$ cat src/rtl/t05_serial_histogram_top.sv
// Character-frequency front end: deserialises a 7-bit ASCII stream on miso,
// keeps a 128-bin saturating histogram with a running most-frequent tracker,
// and reports {max_char, max_cnt} as a 16-bit serial frame on mosi.
//
// state    | meaning
// RX_HUNT  | receiver unlocked, waiting for a rising edge on miso in READ
// RX_LOCK  | receiver locked, bit-cycle counter and bit index free-running
// TX_IDLE  | mosi held low, waiting for a rising entry into WRITE
// TX_SEND  | shifting the latched 16-bit result frame out on mosi
module t05_serial_histogram_top #(
    parameter int BIT_CYCLES = 3,
    parameter int SAMPLE_IDX = 1
) (
    input  logic       hwclk,
    input  logic       reset,
    input  logic [3:0] en_state,
    input  logic       miso,
    output logic       mosi
);

    localparam int CW = (BIT_CYCLES > 1) ? $clog2(BIT_CYCLES) : 1;
    localparam logic [CW-1:0] CYC_LAST   = CW'(BIT_CYCLES - 1);
    localparam logic [CW-1:0] CYC_SAMPLE = CW'(SAMPLE_IDX);

    typedef enum logic {RX_HUNT, RX_LOCK} rx_state_t;
    typedef enum logic {TX_IDLE, TX_SEND} tx_state_t;

    logic mode_read;
    logic mode_write;
    assign mode_read  = (en_state == 4'd5);
    assign mode_write = (en_state == 4'd6);

    // receiver registers
    rx_state_t     rx_state_q;
    logic          miso_prev_q;
    logic [CW-1:0] rx_cyc_q;
    logic [2:0]    rx_bit_q;
    logic [7:0]    rx_sh_q;
    logic          commit_q;
    logic [7:0]    commit_byte_q;

    // histogram and running maximum
    logic [7:0]    hist_q [128];
    logic [6:0]    max_char_q;
    logic [7:0]    max_cnt_q;

    // transmitter registers
    tx_state_t     tx_state_q;
    logic          write_prev_q;
    logic [CW-1:0] tx_cyc_q;
    logic [3:0]    tx_bit_q;
    logic [15:0]   tx_sh_q;
    logic          mosi_q;

    // receiver next-state
    logic          rx_locked;
    logic          rx_active_d;
    logic [CW-1:0] cur_cyc;
    logic [2:0]    cur_bit;
    logic [7:0]    cur_sh;
    logic          rx_sample;
    logic [7:0]    rx_sh_d;
    logic          rx_done_d;
    logic [CW-1:0] rx_cyc_d;
    logic [2:0]    rx_bit_d;

    // An unlocked receiver that sees a rising edge treats this very cycle as
    // cycle 0 of bit 6 with bit 7 already shifted in as 0.
    always_comb begin
        rx_locked   = (rx_state_q == RX_LOCK);
        rx_active_d = mode_read && (rx_locked || (miso && !miso_prev_q));
        cur_cyc     = rx_locked ? rx_cyc_q : '0;
        cur_bit     = rx_locked ? rx_bit_q : 3'd6;
        cur_sh      = rx_locked ? rx_sh_q  : 8'd0;
        rx_sample   = (cur_cyc == CYC_SAMPLE);
        rx_sh_d     = rx_sample ? {cur_sh[6:0], miso} : cur_sh;
        rx_done_d   = rx_active_d && rx_sample && (cur_bit == 3'd0);
        if (cur_cyc == CYC_LAST) begin
            rx_cyc_d = '0;
            rx_bit_d = cur_bit - 3'd1;
        end else begin
            rx_cyc_d = cur_cyc + CW'(1);
            rx_bit_d = cur_bit;
        end
    end

    // Receiver FSM: lock on edge, sample each bit, flag completed bytes for commit
    always_ff @(posedge hwclk) begin
        if (reset) begin
            rx_state_q    <= RX_HUNT;
            miso_prev_q   <= 1'b0;
            rx_cyc_q      <= '0;
            rx_bit_q      <= 3'd0;
            rx_sh_q       <= 8'd0;
            commit_q      <= 1'b0;
            commit_byte_q <= 8'd0;
        end else begin
            miso_prev_q <= miso;
            commit_q    <= rx_done_d;
            if (rx_done_d) begin
                commit_byte_q <= rx_sh_d;
            end
            if (rx_active_d) begin
                rx_state_q <= RX_LOCK;
                rx_cyc_q   <= rx_cyc_d;
                rx_bit_q   <= rx_bit_d;
                rx_sh_q    <= rx_sh_d;
            end else begin
                rx_state_q <= RX_HUNT;
            end
        end
    end

    logic [6:0] code;
    logic [7:0] bin_new_d;
    logic       hist_we;
    logic       max_upd;

    // Saturating increment; ties on count go to the lower character code
    always_comb begin
        code      = commit_byte_q[6:0];
        bin_new_d = (hist_q[code] == 8'hFF) ? 8'hFF : hist_q[code] + 8'd1;
        hist_we   = commit_q && !commit_byte_q[7];
        max_upd   = hist_we && ((bin_new_d > max_cnt_q) ||
                                ((bin_new_d == max_cnt_q) && (code < max_char_q)));
    end

    // Histogram bins and most-frequent tracker; only reset clears them
    always_ff @(posedge hwclk) begin
        if (reset) begin
            for (int i = 0; i < 128; i++) begin
                hist_q[i] <= 8'd0;
            end
            max_char_q <= 7'd0;
            max_cnt_q  <= 8'd0;
        end else if (hist_we) begin
            hist_q[code] <= bin_new_d;
            if (max_upd) begin
                max_char_q <= code;
                max_cnt_q  <= bin_new_d;
            end
        end
    end

    logic [15:0] frame_d;
    assign frame_d = {1'b0, max_char_q, max_cnt_q};

    // Transmitter FSM: one frame per rising entry into WRITE, abort on exit
    always_ff @(posedge hwclk) begin
        if (reset) begin
            tx_state_q   <= TX_IDLE;
            write_prev_q <= 1'b0;
            tx_cyc_q     <= '0;
            tx_bit_q     <= 4'd0;
            tx_sh_q      <= 16'd0;
            mosi_q       <= 1'b0;
        end else begin
            write_prev_q <= mode_write;
            case (tx_state_q)
                TX_IDLE: begin
                    if (mode_write && !write_prev_q) begin
                        tx_state_q <= TX_SEND;
                        tx_sh_q    <= frame_d;
                        tx_cyc_q   <= '0;
                        tx_bit_q   <= 4'd0;
                        mosi_q     <= frame_d[15];
                    end else begin
                        mosi_q <= 1'b0;
                    end
                end
                TX_SEND: begin
                    if (!mode_write) begin
                        tx_state_q <= TX_IDLE;
                        mosi_q     <= 1'b0;
                    end else if (tx_cyc_q == CYC_LAST) begin
                        tx_cyc_q <= '0;
                        if (tx_bit_q == 4'd15) begin
                            tx_state_q <= TX_IDLE;
                            mosi_q     <= 1'b0;
                        end else begin
                            tx_bit_q <= tx_bit_q + 4'd1;
                            tx_sh_q  <= {tx_sh_q[14:0], 1'b0};
                            mosi_q   <= tx_sh_q[14];
                        end
                    end else begin
                        tx_cyc_q <= tx_cyc_q + CW'(1);
                        mosi_q   <= tx_sh_q[15];
                    end
                end
                default: begin
                    tx_state_q <= TX_IDLE;
                    mosi_q     <= 1'b0;
                end
            endcase
        end
    end

    assign mosi = mosi_q;

endmodule

$ cat config.mk
export PLATFORM = sky130hd
export DESIGN_NAME = t05_serial_histogram_top
export DESIGN_NICKNAME = d
export VERILOG_FILES = /design/src/rtl/t05_serial_histogram_top.sv
export SDC_FILE = /design/constraint.sdc
export NUM_CORES = 2
export LEC_CHECK = 0
export BUFFER_PORTS_ARGS = -buffer_cell sky130_fd_sc_hd__buf_2
export CAP_MARGIN = 30
export CORE_ASPECT_RATIO = 0.7
export CORE_MARGIN = 3
export CORE_UTILIZATION = 30
export DETAILED_ROUTE_END_ITERATION = 10
export PLACE_DENSITY = 0.4
export SYNTH_ARGS = -nofsm -noshare
export SYNTH_HDL_FRONTEND = slang
export SYNTH_SLANG_ARGS = --single-unit
$ cat constraint.sdc
create_clock -name hwclk -period 6 [get_ports hwclk]
set_clock_uncertainty 0.15 [all_clocks]
set_input_delay 0.3 -clock hwclk [delete_from_list [all_inputs] [get_ports hwclk]]
set_output_delay 0.3 -clock hwclk [all_outputs]
set_load 0.05 [all_outputs]
==> results.sh <==
export IMPL_insertion_delay_ns=0.75
export IMPL_fin_ws_ns=0.272
export IMPL_cts_root_buf="clkbuf_16"
export IMPL_drt_iter0_markers=3179
export IMPL_fin_crit_ns=5.73
export IMPL_synth_seq_cells=1095
export IMPL_place_area_um2=51000
export IMPL_holdPathEnd="tx_sh_q[0]"
export IMPL_viasPerCell=5.15
export IMPL_crit_fanout=15
export IMPL_syn_num_nets=3495
export IMPL_first_pass_iters=6
export IMPL_cts_sinks=1095
export IMPL_rsz0062_at_grt="false"
export IMPL_drcViolationCount=0
export IMPL_row_count=122
export IMPL_synth_top_area_frac=0.639
export IMPL_wire_per_inst_um=28.0
export IMPL_cap_violations=0
export IMPL_routabilityCongestion=0.821
export IMPL_grt_pass1_wl_um=229000
export IMPL_drive_gt1_frac=0.170
export IMPL_synth_commonest_cells="nor2_1 (1134), edfxtp_1 (1024), mux4_2 (258)"
export IMPL_overflow=0
export IMPL_crit_arrival_ns=6.20
export IMPL_fp_dieH_um=341
export IMPL_worstHoldStart="en_state[0]"
export IMPL_setup_viol=0
export IMPL_power_density_nw_per_um2=302
export IMPL_post_synth_top_count_cell="nor2_1"
export IMPL_numPortBuffers=7
export IMPL_vias=29400
export IMPL_r2r_end="max_cnt_q[5]"
export IMPL_cts_tree="done"
export IMPL_power_w=0.0166
export IMPL_syn_area_um2=48200
export IMPL_core_area_um2=159000
export IMPL_leakage_nw=17.7
export IMPL_hp_class="input pin to register"
export IMPL_hold_viol=0
export IMPL_ant_nets=0
export IMPL_cp_end_kind="register"
export IMPL_fin_nets=3526
export IMPL_synthTopCellsByArea="edfxtp_1 (64%), mux4_2 (12%), nor2_1 (8.8%)"
export IMPL_fin_tns_setup_ns=0
export IMPL_syn_area_per_cell_um2=13.9
export IMPL_pre_cts_slack_ns=0.238
export IMPL_synth_seq_area_share=0.668
export IMPL_fin_crit_sh=0.955
export IMPL_cts_htree_levels=3
export IMPL_gr_usage_all_layers=0.192
export IMPL_reg2reg_depth=19
export IMPL_wirelength_um=159000
export IMPL_numCtsBuffers=113
export IMPL_ioPinCount=8
export IMPL_yosys_warnings=0
export IMPL_clk_pin_slew_ns=0.06
export IMPL_post_route_cell_area_um2=54800
export IMPL_required_ns=6.47
export IMPL_synth_distinct_cells=63
export IMPL_antenna_found_initial=7
export IMPL_synth_edff_count=1024
export IMPL_final_max_slew_viol_count=0
export IMPL_dp_final_hpwl_um=102000
export IMPL_grt_max_degree=130
export IMPL_status="complete, no violations"
export IMPL_fmax_mhz=175
export IMPL_rrSetupSlack_ns=0.27
export IMPL_cts_path_max_buffers=3
export IMPL_grt_pass1_vias=28900
export IMPL_syn_inst=3470
export IMPL_async_flop_share=0
export IMPL_crit_type="register to register"
export IMPL_ir_drop_mv=0.244
export IMPL_initial_core_util=0.303
export IMPL_min_path_cells=5
export IMPL_synth_top_cell_by_area="edfxtp_1"
export IMPL_post_cts_setup_buffers=0
export IMPL_maxSlewHeadroom=0.321
export IMPL_fp_dieW_um=485
export IMPL_dieArea_um2=165000
export IMPL_synthFlopType="edfxtp_1"
export IMPL_synthToLayoutAreaGrowth_pct=13.7
export IMPL_tightest_slew_ns=1.02
export IMPL_worst_setup_path_start_kind="register"
flip-flops by register name, summed over array words and instances, names as in the netlist, named ones only:
signal and cells:
hist_q 1024, tx_sh_q 16, commit_byte_q 8, max_cnt_q 8, rx_sh_q 8, max_char_q 7, tx_bit_q 4, rx_bit_q 3
rx_cyc_q 2, tx_cyc_q 2, commit_q 1, miso_prev_q 1, mosi 1, rx_locked 1, tx_state_q 1, write_prev_q 1
worst max-delay path by stage:
| stage | to | slack (ns) | cells after the start |
|---|---|---|---|
| finish | max_cnt_q[5] | 0.27 | 19 |
| global route | max_cnt_q[5] | 0.02 | 21 |
| CTS | max_cnt_q[5] | 0.21 | 21 |
| detailed placement | max_cnt_q[7] | 0.24 | 21 |
| global placement | max_cnt_q[7] | 0.17 | 21 |
| floorplan | max_char_q[6] | 0.78 | 27 |
per-layer routing:
| layer | up-vias | GRT usage | wire [um] |
|---|---|---|---|
| li1 | 12800 | - | - |
| met1 | 15500 | 0.314 | 82100 |
| met3 | 149 | 0.0373 | 10500 |
| met2 | 907 | 0.258 | 64500 |
| met5 | - | 0 | 0 |
| met4 | 0 | 0.0354 | 2350 |
per-stage QoR:
stage / util / cells / hold slack (ns)
floorplan: - / 3470 / 0.278
global placement: 0.321 / 5479 / 0.315
detailed placement: 0.321 / 5486 / 0.319
CTS: 0.345 / 5704 / 0.0105
global route: 0.345 / 5704 / 0.0958
finish: 0.345 / 5705 / 0.0679
cells by family (layout without fill, tap and decap cells):
| group | Yosys count | after routing | synth area share |
|---|---|---|---|
| AO/OA/AOI/OAI | 241 | 241 | 0.0324 |
| XOR/XNOR | 3 | 3 | 0.000546 |
| adder cells (fa/ha/maj) | 18 | 18 | 0.00468 |
| buffers and inverters | 281 | 407 | 0.0325 |
| flip-flops | 1095 | 1095 | 0.668 |
| multiplexers | 300 | 300 | 0.129 |
| other | 0 | 1 | 0 |
| AND/OR/NAND/NOR | 1532 | 1532 | 0.132 |
repair_timing:
item	4_1_cts	5_1_grt
gates resized for setup	0	2
endpoints found under the setup margin	0	11
endpoints found under the hold margin	40	0
hold buffers	8	0
placed cells by master (no fill, tap or decap), drive strengths merged, types with 6 or more instances in the layout:
cell	n
nor2b	9
ha	18
bufinv	11
o221ai	8
or3b	6
a21o	6
nor2	1136
mux4	258
nand2	156
nor3	13
nand2b	140
nand3	12
and3	12
dfxtp	71
a22oi	11
a211oi	29
inv	31
a31oi	6
o21ai	30
clkbuf	143
clkinv	51
buf	161
edfxtp	1024
nor4	14
o22ai	86
a21oi	40
nand4	10
nand3b	6
dlygate4sd3	8
mux2i	41
area by class of cell:
type	instances	area, um^2
Tap cell	2108	2640
Inverter	28	105
Clock inverter	67	639
Antenna cell	1	2.50
Clock buffer	143	2990
Timing Repair Buffer	169	1640
Sequential cell	1095	32200
Fill cell	15400	104000
Multi-Input combinational cell	2094	14600
report_power, final:
group	internal, W	switching (W)	leakage, nW
sequential	0.00868	0.000126	10.3
clock	0.00400	0.00313	1.77
combinational	0.000188	0.000444	5.61
total	0.0129	0.00370	17.7
worst max-delay path: stages (launching register included):
cell and delay (ns):
dfxtp_4 0.54, buf_4 0.24, or3b_2 0.74, o22ai_1 0.47, nor4_1 0.12, buf_4 0.16
a22oi_1 0.38, nand2_1 0.30, and3_1 0.29, a41oi_1 0.37, buf_4 0.18, or2_4 0.12
inv_1 0.04, ha_1 0.29, nand4_1 0.12, nor3_1 0.34, a211oi_4 0.13, buf_4 0.19
a41o_1 0.23, a211oi_1 0.21
Power figures use the tool's default switching activity.
